### src/rtl/irq_pkg.sv
// Shared types for the interrupt front end: line count, id width, FSM states and a one-hot test.
package irq_pkg;

    localparam int IRQ_N    = 8;
    localparam int IRQ_ID_W = 3;

    typedef enum logic {
        IDLE = 1'b0,
        REQ  = 1'b1
    } irq_state_e;

    // True when exactly one bit is set; clearing the lowest set bit must leave zero.
    function automatic logic is_onehot(input logic [IRQ_N-1:0] v);
        logic [IRQ_N-1:0] low_cleared;
        low_cleared = v & (v - {{(IRQ_N-1){1'b0}}, 1'b1});
        return (v != '0) && (low_cleared == '0);
    endfunction

endpackage

### src/rtl/onehot_to_bin.sv
// Combinational one-hot to binary index encoder; input is assumed one-hot.
module onehot_to_bin #(
    parameter int N = 8,
    parameter int W = $clog2(N)
) (
    input  logic [N-1:0] onehot,
    output logic [W-1:0] bin
);

    always_comb begin
        bin = '0;
        for (int i = 0; i < N; i++) begin
            if (onehot[i]) begin
                bin = bin | W'(i);
            end
        end
    end

endmodule

### src/rtl/irq_pending_ctrl.sv
// Interrupt front end: synchronizes request lines into a pending register, drives the masked
// pending vector to the priority stage and hands the winner to the CPU under req/ack.
module irq_pending_ctrl
    import irq_pkg::*;
#(
    parameter int N           = IRQ_N,
    parameter int SYNC_STAGES = 2
) (
    input  logic                clk,
    input  logic                rst_n,
    input  logic [N-1:0]        irq_in,
    input  logic [N-1:0]        edge_mode,
    input  logic [N-1:0]        mask,
    output logic [N-1:0]        pend_vec,
    input  logic [N-1:0]        sel_onehot,
    input  logic                sel_valid,
    output logic                irq_req,
    output logic [IRQ_ID_W-1:0] irq_id,
    input  logic                irq_ack,
    output logic                err,
    output irq_state_e          fsm_state
);

    // CPU handshake: irq_req rises with irq_id already stable and both hold until the cycle
    // irq_ack is sampled high; irq_req is low after that edge and stays low at least one cycle.

    logic [N-1:0]         sync_q [SYNC_STAGES];
    logic [N-1:0]         s;
    logic [N-1:0]         s_d;
    logic [SYNC_STAGES:0] prime_q;
    logic                 edge_en;
    logic [N-1:0]         set_vec;
    logic [N-1:0]         clr_vec;
    logic [N-1:0]         pending;

    irq_state_e           state_q, state_d;
    logic [N-1:0]         svc_q, svc_d;
    logic                 req_q, req_d;
    logic [IRQ_ID_W-1:0]  id_q, id_d;
    logic                 err_q, err_d;
    logic                 settle_q;
    logic [IRQ_ID_W-1:0]  sel_id;

    assign s = sync_q[SYNC_STAGES-1];

    // Edge detection waits until s and s_d both hold real samples, so lines already high
    // at reset release do not look like rising edges.
    assign edge_en = prime_q[SYNC_STAGES];
    assign set_vec = (edge_mode & s & ~s_d & {N{edge_en}}) | (~edge_mode & s);

    always_ff @(posedge clk or negedge rst_n) begin
        if (!rst_n) begin
            for (int i = 0; i < SYNC_STAGES; i++) begin
                sync_q[i] <= '0;
            end
            s_d      <= '0;
            prime_q  <= '0;
            pending  <= '0;
            pend_vec <= '0;
        end else begin
            sync_q[0] <= irq_in;
            for (int i = 1; i < SYNC_STAGES; i++) begin
                sync_q[i] <= sync_q[i-1];
            end
            s_d      <= s;
            prime_q  <= {prime_q[SYNC_STAGES-1:0], 1'b1};
            pending  <= (pending & ~clr_vec) | set_vec;
            pend_vec <= pending & ~mask;
        end
    end

    onehot_to_bin #(.N(N), .W(IRQ_ID_W)) u_enc (
        .onehot (sel_onehot),
        .bin    (sel_id)
    );

    // pend_vec still shows the serviced bit for one cycle after ack; settle_q blocks that cycle.
    always_comb begin
        state_d = state_q;
        svc_d   = svc_q;
        req_d   = req_q;
        id_d    = id_q;
        err_d   = err_q;
        clr_vec = '0;
        case (state_q)
            IDLE: begin
                if (irq_ack) begin
                    err_d = 1'b1;
                end
                if (sel_valid && !settle_q) begin
                    if (is_onehot(sel_onehot) && ((sel_onehot & ~pend_vec) == '0)) begin
                        svc_d   = sel_onehot;
                        id_d    = sel_id;
                        req_d   = 1'b1;
                        state_d = REQ;
                    end else begin
                        err_d = 1'b1;
                    end
                end
            end
            REQ: begin
                if (irq_ack) begin
                    clr_vec = svc_q;
                    req_d   = 1'b0;
                    state_d = IDLE;
                end
            end
            default: begin
                state_d = IDLE;
            end
        endcase
    end

    always_ff @(posedge clk or negedge rst_n) begin
        if (!rst_n) begin
            state_q  <= IDLE;
            svc_q    <= '0;
            req_q    <= 1'b0;
            id_q     <= '0;
            err_q    <= 1'b0;
            settle_q <= 1'b0;
        end else begin
            state_q  <= state_d;
            svc_q    <= svc_d;
            req_q    <= req_d;
            id_q     <= id_d;
            err_q    <= err_d;
            settle_q <= (state_q == REQ) && irq_ack;
        end
    end

    assign irq_req   = req_q;
    assign irq_id    = id_q;
    assign err       = err_q;
    assign fsm_state = state_q;

endmodule
### config.mk
export PLATFORM = sky130hd
export DESIGN_NAME = irq_pending_ctrl
export DESIGN_NICKNAME = d
export VERILOG_FILES = /design/src/rtl/irq_pkg.sv /design/src/rtl/onehot_to_bin.sv /design/src/rtl/irq_pending_ctrl.sv
export SDC_FILE = /design/constraint.sdc
export NUM_CORES = 1
export LEC_CHECK = 0
export CORE_MARGIN = 4
export CORE_UTILIZATION = 51
export DETAILED_ROUTE_END_ITERATION = 16
export PLACE_DENSITY = 0.82
export RECOVER_POWER = 25
export SYNTH_ARGS = -nofsm -noshare
export SYNTH_HDL_FRONTEND = slang
export SYNTH_SLANG_ARGS = --single-unit
### constraint.sdc
create_clock -name clk -period 4.8 [get_ports clk]
set_input_delay 1.44 -clock clk [delete_from_list [all_inputs] [get_ports clk]]
set_output_delay 1.44 -clock clk [all_outputs]
set_load 0.005 [all_outputs]
* After elaboration in Yosys (flattened, before gate mapping)
Index checks and enable logic that the tools add are counted.
** Storage, ports and cells
- Output and inout port bits :: 14
- Input port bits :: 36
- Bits in registers :: 58
- Logic and storage cells :: 62
** Cells by class
- Bitwise operators :: 16
- Equal/unequal tests :: 3
- Add/sub/neg operators :: 1
- Reduce and logical (&&, ||, !) cells :: 10
- Muxes and demuxes :: 20
** Operators by type and width (number)
- bitwise AND 8 bit :: 8
- inverter 8 bit :: 5
- zero test 8 bit :: 2
- two-way mux 8 bit :: 2
- OR 8 bit :: 2
- two-way mux 3 bit :: 4
- two-way mux 1 bit :: 10
- nonzero test 8 bit :: 1
- subtractor 8 x 1 -> 8 bit, second input constant :: 1
- != test 2 bit, second input constant :: 3
- AND reduction 3 bit :: 2
- logical AND 1 bit :: 4
- two-way mux 2 bit :: 2
- case mux 1 bit (2 select lines) :: 2
- zero test 1 bit :: 1
- inverter 1 bit :: 1

* Depth between registers and ports, before layout
Gate-level depths: netlist of run 1.
- Depth in word-level cells :: 8
- Gate-level depth with buffers :: 6
- Gate-level depth less buffers :: 5

* By module
Synthesis of run 1 repeated with hierarchy kept, for this count alone.
** Second synthesis, totals
- Cell total of the unflattened synthesis :: 139
- Area total of the unflattened synthesis :: 2039.5 um^2
** Modules (own cells, without submodules)
- irq_pending_ctrl :: area an instance 2016.9 um^2, cells an instance 136, times used 1
- onehot_to_bin :: area an instance 22.5 um^2, cells an instance 3, times used 1

* Worst setup path after synthesis of run 1
Ideal clock, no wire load.
- Path kind :: input to register
- Start :: in sel_onehot[0]
- End :: reg svc_q[1]
- Stages on the path :: 6
- Buffers on the path :: 1
- Arrival time :: 2893 ps
- Library setup time :: 125 ps
- Path slack :: 1782 ps
- Cell sequence :: nor3b_1 > o22ai_1 > or4_4 > nor3_4 > buf_6 > mux2_2
** Between the ends
- Cells in the longest elaborated chain, start to end :: 6
** Ends and longest elaborated chain
- start: declaration :: RTL line irq_pending_ctrl.sv:15 : input logic [N-1:0] sel_onehot,
- subtractor 8 x 1 -> 8 bit :: RTL line irq_pkg.sv:15 : low_cleared = v & (v - {{(IRQ_N-1){1'b0}}, 1'b1});
- bitwise AND 8 bit :: RTL line irq_pkg.sv:15
- zero test 8 bit :: RTL line irq_pkg.sv:16 : return (v != '0) && (low_cleared == '0);
- logical AND 1 bit :: RTL line irq_pkg.sv:16
- logical AND 1 bit (*) :: RTL line irq_pending_ctrl.sv:91 : if (is_onehot(sel_onehot) && ((sel_onehot & ~pend_vec) == '0)) begin
- AND reduction 3 bit (no source line) (*)
- end signal: assignment :: RTL line irq_pending_ctrl.sv:124 : svc_q <= svc_d;
- end: declaration :: RTL line irq_pending_ctrl.sv:37 : logic [N-1:0] svc_q, svc_d;
Mark *: on every way between the ends. The rest lies on a longest branch, timed or not.
A chain may end at the register's enable or synchronous reset.

* Worst setup path in the final report of run 1
- Start :: in sel_onehot[0]
- End :: reg id_q[2], in the netlist irq_id[2]
** Between the ends
- Cells in the longest elaborated chain, start to end :: 6
** Ends and longest elaborated chain
- subtractor 8 x 1 -> 8 bit :: RTL line irq_pkg.sv:15
- bitwise AND 8 bit :: RTL line irq_pkg.sv:15
- zero test 8 bit :: RTL line irq_pkg.sv:16
- logical AND 1 bit :: RTL line irq_pkg.sv:16
- logical AND 1 bit (*) :: RTL line irq_pending_ctrl.sv:91
- AND reduction 3 bit (no source line) (*)
- end signal: assignment :: RTL line irq_pending_ctrl.sv:126 : id_q <= id_d;
- end: declaration :: RTL line irq_pending_ctrl.sv:39 : logic [IRQ_ID_W-1:0] id_q, id_d;
Marked as above.

==> key figures, run 1 <==
Run status
  – Status: complete, no violations

Final layout
  – Count of filler cells inserted in the layout: 242
  – Fraction of final layout cells with drive strength greater than 1: 0.155
  – # diodes: 0
  – Area delta synth->final: 35.6%
  – Post-route cell area: 2740 µm²
  – Post-layout nets: 239

Global routing
  – Overall track demand over capacity in global routing: 0.182
  – Pin count of the biggest net entering global routing: 59
  – Global-route wire length before repair: 6810 µm
  – Number of global-route vias before repair: 1459
  – Gr ovfl total: 0
  – Initial antenna violation count: 0

STA
  – Endpoints failing hold: 0
  – Top achievable clock speed: 282 MHz
  – Final setup violation count: 0
  – Max-slew violation count: 0
  – Worst-case headroom to the max-slew limit: 0.543
  – Setup repair after global routing missed its margin: false
  – Clock period minus final worst setup slack: between 3000 and 4000 ps
  – Least-Margin Pin Slew: 685 ps
  – Total negative setup slack: 0 ps
  – Clock skew: 8.01 ps
  – Final period utilization: 0.738

Drt
  – Total wire length after detailed routing: 4160 µm
  – Routed Antenna Nets: 0
  – Vias post-DR: 1364
  – Routed wirelength normalized by instance count: ~16 µm
  – DRC violation count after routing: 0
  – Routed via count divided by cell count: 5.37
  – DRT Pass-1 Iters: 4
  – 1st-iter DRT viols: approximately 50

Floorplanning
  – DIE AREA: a little over 5000 µm²
  – Initial Utilization: 0.539
  – Width of the die: 70.9 µm
  – Die H: 70.9 µm
  – Number of rows created at floorplan: 22
  – Placeable core region: 3740 µm²
  – Number of top-level design ports: 50

Worst setup path
  – Number of cells on the worst reg-to-reg path: 5
  – Worst-case register-to-register setup slack: 2570 ps
  – Largest fanout on the critical path: 13
  – Type of origin of the critical path: input pin
  – Category of the critical setup timing path: input pin to flop
  – Reg-to-reg critical path endpoint: irq_id[2]
  – Type of element capturing the critical path: flop
  – Launch instance of the worst register-to-register path: pend_vec[2]
  – Worst endpoint data arrival time: 3760 ps
  – Data required, critical path: around 5000 ps

Pwr
  – Relative contribution of sequential cells to total power: 0.524
  – Clock power share: 0.404
  – Switching Power: 215 µW
  – Switching portion of total power: 0.218
  – Maximum vdd drop: 0.249 mV
  – Combinational share of power: 0.073
  – Final Power: approximately 990 µW
  – Total internal power: a little under 800 µW
  – Power density over the cells: 360 nW/µm²
  – Leakage power total: between 1 and 1.5 nW

Clock network
  – Hold-fix buffer count after cts: 0
  – Maximum clock insertion buffer count: 2
  – Total clock sinks: 58
  – Post-CTS setup-driven buffer insertion count: 0
  – Total of cells resized after clock tree synthesis: 0
  – Clock transition at path regs: ~60 ps
  – TritonCTS clock tree: built
  – Skew-Pair Late Insertion Delay: between 300 and 400 ps
  – Maximum level of the CTS H-tree: 3
  – CTS Buf Count: 9
  – Clock tree root buffer cell: sky130_fd_sc_hd__clkbuf_8

Synth
  – Largest area contributor in the netlist: sky130_fd_sc_hd__dfrtp_1
  – Post-synth design cell area: 2020 µm²
  – Net count after synthesis: 179
  – Flop and latch count out of synthesis: 58
  – Synthesis Warnings: 0
  – Synthesized instance count: roughly 140
  – Synth cell types: 27
  – Part of the Yosys area used for sequential elements: 0.719
  – Avg Inst Size Synth: 14.1 µm²
  – Portion of synthesized cell area occupied by the leading cell type: 0.719
  – Top cells by area, synth: sky130_fd_sc_hd__dfrtp_1, sky130_fd_sc_hd__mux2_2, sky130_fd_sc_hd__a22o_1

Placement
  – Half-perimeter wire length after detailed placement: 2920 µm
  – Count of input and output buffers: 49
  – Weighted congestion reported at the end of routability-driven placement: 0.895
  – Placed inst area: 2560 µm²

Worst hold path
  – Worst min-delay path startpoint: sync_q[11]
  – Hold depth: 0
  – Worst Hold Endpoint: s[3]
  – Min-Delay Path Class: flop to flop

Flow run
  – Count of max-cap constraint violations: 0
[placed cells by master, fill, tap and decap left out, types with 2 or more instances in the layout]
master,count
sky130_fd_sc_hd__a21o_2,2
sky130_fd_sc_hd__o21ai_0,9
sky130_fd_sc_hd__nor3_1,2
sky130_fd_sc_hd__nand2_1,11
sky130_fd_sc_hd__a21oi_1,2
sky130_fd_sc_hd__a22o_1,8
sky130_fd_sc_hd__dlygate4sd3_1,14
sky130_fd_sc_hd__inv_1,9
sky130_fd_sc_hd__o221ai_1,2
sky130_fd_sc_hd__clkdlybuf4s50_1,34
sky130_fd_sc_hd__clkbuf_8,12
sky130_fd_sc_hd__dfrtp_1,58
sky130_fd_sc_hd__nor2b_1,8
sky130_fd_sc_hd__mux2_2,11
sky130_fd_sc_hd__o22ai_1,3
sky130_fd_sc_hd__nor2_1,4
[power groups by stage]
stage	combinational, mW	sequential (mW)	clock, mW
global route	0.0779	0.518	0.432
floorplan	0.0167	0.524	0
global placement	0.0711	0.525	0
finish	0.0716	0.517	0.398
CTS	0.0748	0.517	0.409
detailed placement	0.0739	0.526	0
[cells by family after synthesis]
| group | share of synthesized area |
|---|---|
| simple gates | 0.0961 |
| flops | 0.719 |
| compound gates | 0.0973 |
| buf+inv | 0.0242 |
| mux | 0.0614 |
| other cells | 0.00186 |
[metal layers]
metal	GRT usage	up-vias	routed length (µm)
li1	-	612	-
met1	0.208	684	1630
met2	0.298	60	2140
met3	0.0923	8	319
met4	0.0605	0	59
met5	0	-	0
[final cells by class]
type | instances | area, µm² | share of cell area
sequential | 58 | 1450 | 0.530
multi-input combinational | 74 | 518 | 0.189
timing repair buffer | 50 | 493 | 0.180
clock buffer | 12 | 165 | 0.0603
tap | 48 | 60.1 | 0.0219
inverter | 10 | 37.5 | 0.0137
clock inverter | 2 | 12.5 | 0.00457
[worst max path at each step]
stage | to | slack (ps) | start
floorplan | svc_q[1] | 1780 | sel_onehot[0]
global placement | svc_q[3] | 1000 | sel_onehot[0]
detailed placement | irq_id[2] | 940 | sel_onehot[0]
CTS | irq_id[2] | 1290 | sel_onehot[2]
global route | irq_id[2] | 1170 | sel_onehot[0]
finish | irq_id[2] | 1260 | sel_onehot[0]
[critical path, stage by stage]
cell	delay, ps
sky130_fd_sc_hd__clkdlybuf4s50_1	530
sky130_fd_sc_hd__nor3b_1	250
sky130_fd_sc_hd__o22ai_1	120
sky130_fd_sc_hd__or4_4	450
sky130_fd_sc_hd__nor3_4	560
sky130_fd_sc_hd__mux2_2	410
[metrics by stage]
| stage | utilization | hold WS [ps] | cells | setup slack, ps |
|---|---|---|---|---|
| after floorplan | - | 331 | 143 | 1780 |
| after global placement | 0.684 | 331 | 240 | 1000 |
| after detailed placement | 0.684 | 335 | 240 | 938 |
| after CTS | 0.731 | 344 | 254 | 1290 |
| after global routing | 0.731 | 360 | 254 | 1170 |
| final | 0.731 | 341 | 254 | 1260 |
[synthesized netlist by cell type]
| library cell | number |
|---|---|
| sky130_fd_sc_hd__o221ai_1 | 2 |
| sky130_fd_sc_hd__and3b_1 | 1 |
| sky130_fd_sc_hd__conb_1 | 1 |
| sky130_fd_sc_hd__nor2_1 | 4 |
| sky130_fd_sc_hd__clkinv_1 | 1 |
| sky130_fd_sc_hd__nor3_1 | 2 |
| sky130_fd_sc_hd__inv_1 | 9 |
| sky130_fd_sc_hd__buf_6 | 1 |
| sky130_fd_sc_hd__a22o_1 | 8 |
| sky130_fd_sc_hd__nor3_4 | 1 |
| sky130_fd_sc_hd__a21oi_1 | 2 |
| sky130_fd_sc_hd__o21ai_0 | 9 |
| sky130_fd_sc_hd__nor3b_1 | 1 |
| sky130_fd_sc_hd__nand2_1 | 11 |
| sky130_fd_sc_hd__o2bb2ai_1 | 1 |
| sky130_fd_sc_hd__nand3_1 | 1 |
| sky130_fd_sc_hd__dfrtp_1 | 58 |
| sky130_fd_sc_hd__nor4_1 | 1 |
| sky130_fd_sc_hd__nor2b_1 | 8 |
| sky130_fd_sc_hd__or3b_2 | 1 |
| sky130_fd_sc_hd__nand2b_1 | 1 |
| sky130_fd_sc_hd__o22ai_1 | 3 |
| sky130_fd_sc_hd__a32oi_1 | 1 |
| sky130_fd_sc_hd__a21o_2 | 2 |
| sky130_fd_sc_hd__mux2_2 | 11 |
| sky130_fd_sc_hd__or4_1 | 1 |
| sky130_fd_sc_hd__or4_4 | 1 |
[flip-flops by register name, summed over array words and instances, names as in the netlist]
register,flops
irq_id,3
prime_q,3
pending,8
fsm_state,1
settle_q,1
s,8
irq_req,1
pend_vec,8
svc_q,8
sync_q,8
s_d,8
err,1
No activity file was read; power rests on OpenSTA's default activity.
==> inputs of run 2 (changes only) <==
--- a/config.mk
+++ b/config.mk
@@ -6,9 +6,9 @@
 export NUM_CORES = 1
 export LEC_CHECK = 0
 export CORE_MARGIN = 4
-export CORE_UTILIZATION = 51
+export CORE_UTILIZATION = 48
 export DETAILED_ROUTE_END_ITERATION = 16
-export PLACE_DENSITY = 0.82
+export PLACE_DENSITY = 0.78
 export RECOVER_POWER = 25
 export SYNTH_ARGS = -nofsm -noshare
 export SYNTH_HDL_FRONTEND = slang
==> constraint.sdc (replaced) <==
create_clock -name clk -period 3.45 [get_ports clk]
set_input_delay 1.035 -clock clk [delete_from_list [all_inputs] [get_ports clk]]
set_output_delay 1.035 -clock clk [all_outputs]
set_load 0.005 [all_outputs]
==> run 2 against run 1 <==
Against the previous run: die area up 5.5%; wire length up 2.5%; cell area up 0.37%; largest cell class unchanged; highest routed layer unchanged.
==> key figures, run 2 (same netlist as run 1, synthesis figures left out) <==
STA
  – Clock skew: 5.79 ps (was 8.01 ps)
  – Least-Margin Pin Slew: 998 ps (was 685 ps)
  – Final setup violation count: 0 (unchanged)
  – Clock period minus final worst setup slack: about 3000 ps
  – Top achievable clock speed: 332 MHz
  – Setup repair after global routing missed its margin: false (unchanged)
  – Post-route setup slack: 436 ps (was 1260 ps)
  – Total negative setup slack: 0 ps (unchanged)
  – Max-slew violation count: 0 (unchanged)
  – Endpoints failing hold: 0 (unchanged)
  – Worst-case headroom to the max-slew limit: 0.335 (was 0.543)
  – Final period utilization: 0.874

Global routing
  – Global-route wire length before repair: 7120 µm (was 6810 µm)
  – Pin count of the biggest net entering global routing: 40 (was 59)
  – Number of global-route vias before repair: 1467 (was 1459)
  – Overall track demand over capacity in global routing: 0.186 (was 0.182)
  – Gr ovfl total: 0 (unchanged)
  – Initial antenna violation count: 0 (unchanged)

Clock network
  – Maximum level of the CTS H-tree: 3 (unchanged)
  – TritonCTS clock tree: built (unchanged)
  – Skew-Pair Late Insertion Delay: 330 ps (was 340 ps)
  – CTS Buf Count: 9 (unchanged)
  – Total of cells resized after clock tree synthesis: 0 (unchanged)
  – Maximum clock insertion buffer count: 2 (unchanged)
  – Hold-fix buffer count after cts: 0 (unchanged)
  – Post-CTS setup-driven buffer insertion count: 0 (unchanged)
  – Clock tree root buffer cell: sky130_fd_sc_hd__clkbuf_8 (unchanged)
  – Total clock sinks: 58 (unchanged)
  – Clock transition at path regs: 60 ps (about the same)

Floorplanning
  – Initial Utilization: 0.501 (was 0.539)
  – Die H: 72.8 µm (was 70.9 µm)
  – DIE AREA: 5310 µm² (was 5030 µm²)
  – Width of the die: 72.8 µm (was 70.9 µm)
  – Placeable core region: 4030 µm² (was 3740 µm²)
  – Number of top-level design ports: 50 (unchanged)
  – Number of rows created at floorplan: 23 (was 22)

Drt
  – Vias post-DR: 1358 (was 1364)
  – 1st-iter DRT viols: 141 (was 49)
  – Routed Antenna Nets: 0 (unchanged)
  – DRC violation count after routing: 0 (unchanged)
  – Routed wirelength normalized by instance count: 16.4 µm (about the same)
  – Routed via count divided by cell count: 5.24 (was 5.37)
  – Total wire length after detailed routing: 4260 µm (was 4160 µm)
  – DRT Pass-1 Iters: 4 (unchanged)

Worst setup path
  – Category of the critical setup timing path: input pin to flop (unchanged)
  – Critical path's top delay family: simple AND/OR/NAND/NOR gates (unchanged)
  – Worst endpoint data arrival time: 3220 ps (was 3760 ps)
  – Crit path buf inv count: 2 (was 1)
  – Data required, critical path: 3660 ps (was 5020 ps)
  – Crit path max-delay cell type: sky130_fd_sc_hd__nor4_1 (was sky130_fd_sc_hd__nor3_4)
  – Worst path cell trace: clkdlybuf4s50_1 > nor4_1 > and3b_1 > o2bb2ai_1 > nor3_4 > buf_4 > mux2_2 (was clkdlybuf4s50_1 > nor3b_1 > o22ai_1 > or4_4 > nor3_4 > mux2_2)
  – Largest fanout on the critical path: 13 (unchanged)
  – Type of element capturing the critical path: flop (unchanged)
  – Largest incremental delay on the critical path: 550 ps (was 560 ps)
  – Type of origin of the critical path: input pin (unchanged)

Final layout
  – Area of all sequential standard cells: 1450 µm² (unchanged)
  – Fraction of final layout cells with drive strength greater than 1: 0.144 (was 0.155)
  – Count of filler cells inserted in the layout: 319 (was 242)
  – Post-layout instance count excluding filler cells: 259 (was 254)
  – Post-layout nets: 240 (was 239)
  – Area delta synth->final: 36.1% (was 35.6%)
  – Commonest non-fill, non-tap cells in the layout: sky130_fd_sc_hd__dfrtp_1, sky130_fd_sc_hd__clkdlybuf4s50_1, sky130_fd_sc_hd__nand2_1, sky130_fd_sc_hd__mux2_2 (was sky130_fd_sc_hd__dfrtp_1, sky130_fd_sc_hd__clkdlybuf4s50_1, sky130_fd_sc_hd__dlygate4sd3_1)
  – # diodes: 0 (unchanged)
  – Area used by multi-input combinational logic: 518 µm² (unchanged)
  – Most common library cell in the layout ignoring fill and taps: sky130_fd_sc_hd__dfrtp_1 (unchanged)

Run status
  – Status: complete, no violations (unchanged)

Placement
  – Weighted congestion reported at the end of routability-driven placement: 0.875 (was 0.895)
  – Count of input and output buffers: 49 (unchanged)
  – Pre-CTS setup slack: 160 ps (was 938 ps)
  – Half-perimeter wire length after detailed placement: 3050 µm (was 2920 µm)
  – Placed Cells incl. Taps: 243 (was 240)

Pwr
  – Leakage power total: 1.23 nW (about the same)
  – Power density over the cells: 506 nW/µm² (was 360 nW/µm²)
  – Final Power: 1.39 mW (was 987 µW)
  – Maximum vdd drop: 0.333 mV (was 0.249 mV)

Flow run
  – Count of max-cap constraint violations: 0 (unchanged)

Worst hold path
  – Min-Delay Path Class: flop to flop (unchanged)
[run 2: metrics by stage]
stage | utilization | hold slack (ps) | area [µm²]
finish | 0.682 | 346 | 2750
CTS | 0.682 | 347 | 2750
floorplan | - | 331 | 2020
global route | 0.682 | 358 | 2750
global placement | 0.638 | 333 | 2570
detailed placement | 0.638 | 335 | 2570
[run 2: layout make-up]
cell class	instances	area share
sequential	58	0.528
multi-input combinational	74	0.189
timing repair buffer	51	0.182
clock buffer	13	0.0505
tap	50	0.0228
clock inverter	3	0.0146
inverter	10	0.0137
[run 2: final timing paths]
check / from / endpoint / slack [ps] / cells after the start
max: sel_onehot[1] / svc_q[6] / 440 / 7
min: sync_q[10] / s[2] / 350 / 0
max reg2reg: pend_vec[1] / svc_q[6] / 1430 / 6
min reg2reg: sync_q[10] / s[2] / 350 / 0
max in group asynchronous: rst_n / s[4] / 1550 / 2
min in group asynchronous: rst_n / sync_q[9] / 850 / 1
[run 2: power by group]
part / leakage [nW] / internal, mW / total [mW] / switching (mW)
Clock: 0.0914 / 0.332 / 0.567 / 0.235
Combinational: 0.455 / 0.0604 / 0.104 / 0.0439
Sequential: 0.681 / 0.707 / 0.719 / 0.0119
Total: 1.23 / 1.10 / 1.39 / 0.291
[run 2: metal layers]
| layer | routed length (µm) | GRT usage |
|---|---|---|
| met1 | 1710 | 0.240 |
| met2 | 2070 | 0.279 |
| met3 | 409 | 0.0606 |
| met4 | 68 | 0.102 |
| met5 | 0 | 0 |
[run 2: worst reg2reg max path: cells and delay by family, from the launching register on]
kind	cells	cell delay [ps]
AOI/OAI and AO/OA	1	120
muxes	1	360
and+or+nand+nor	3	820
buffers and inverters	1	230
DFF	1	370
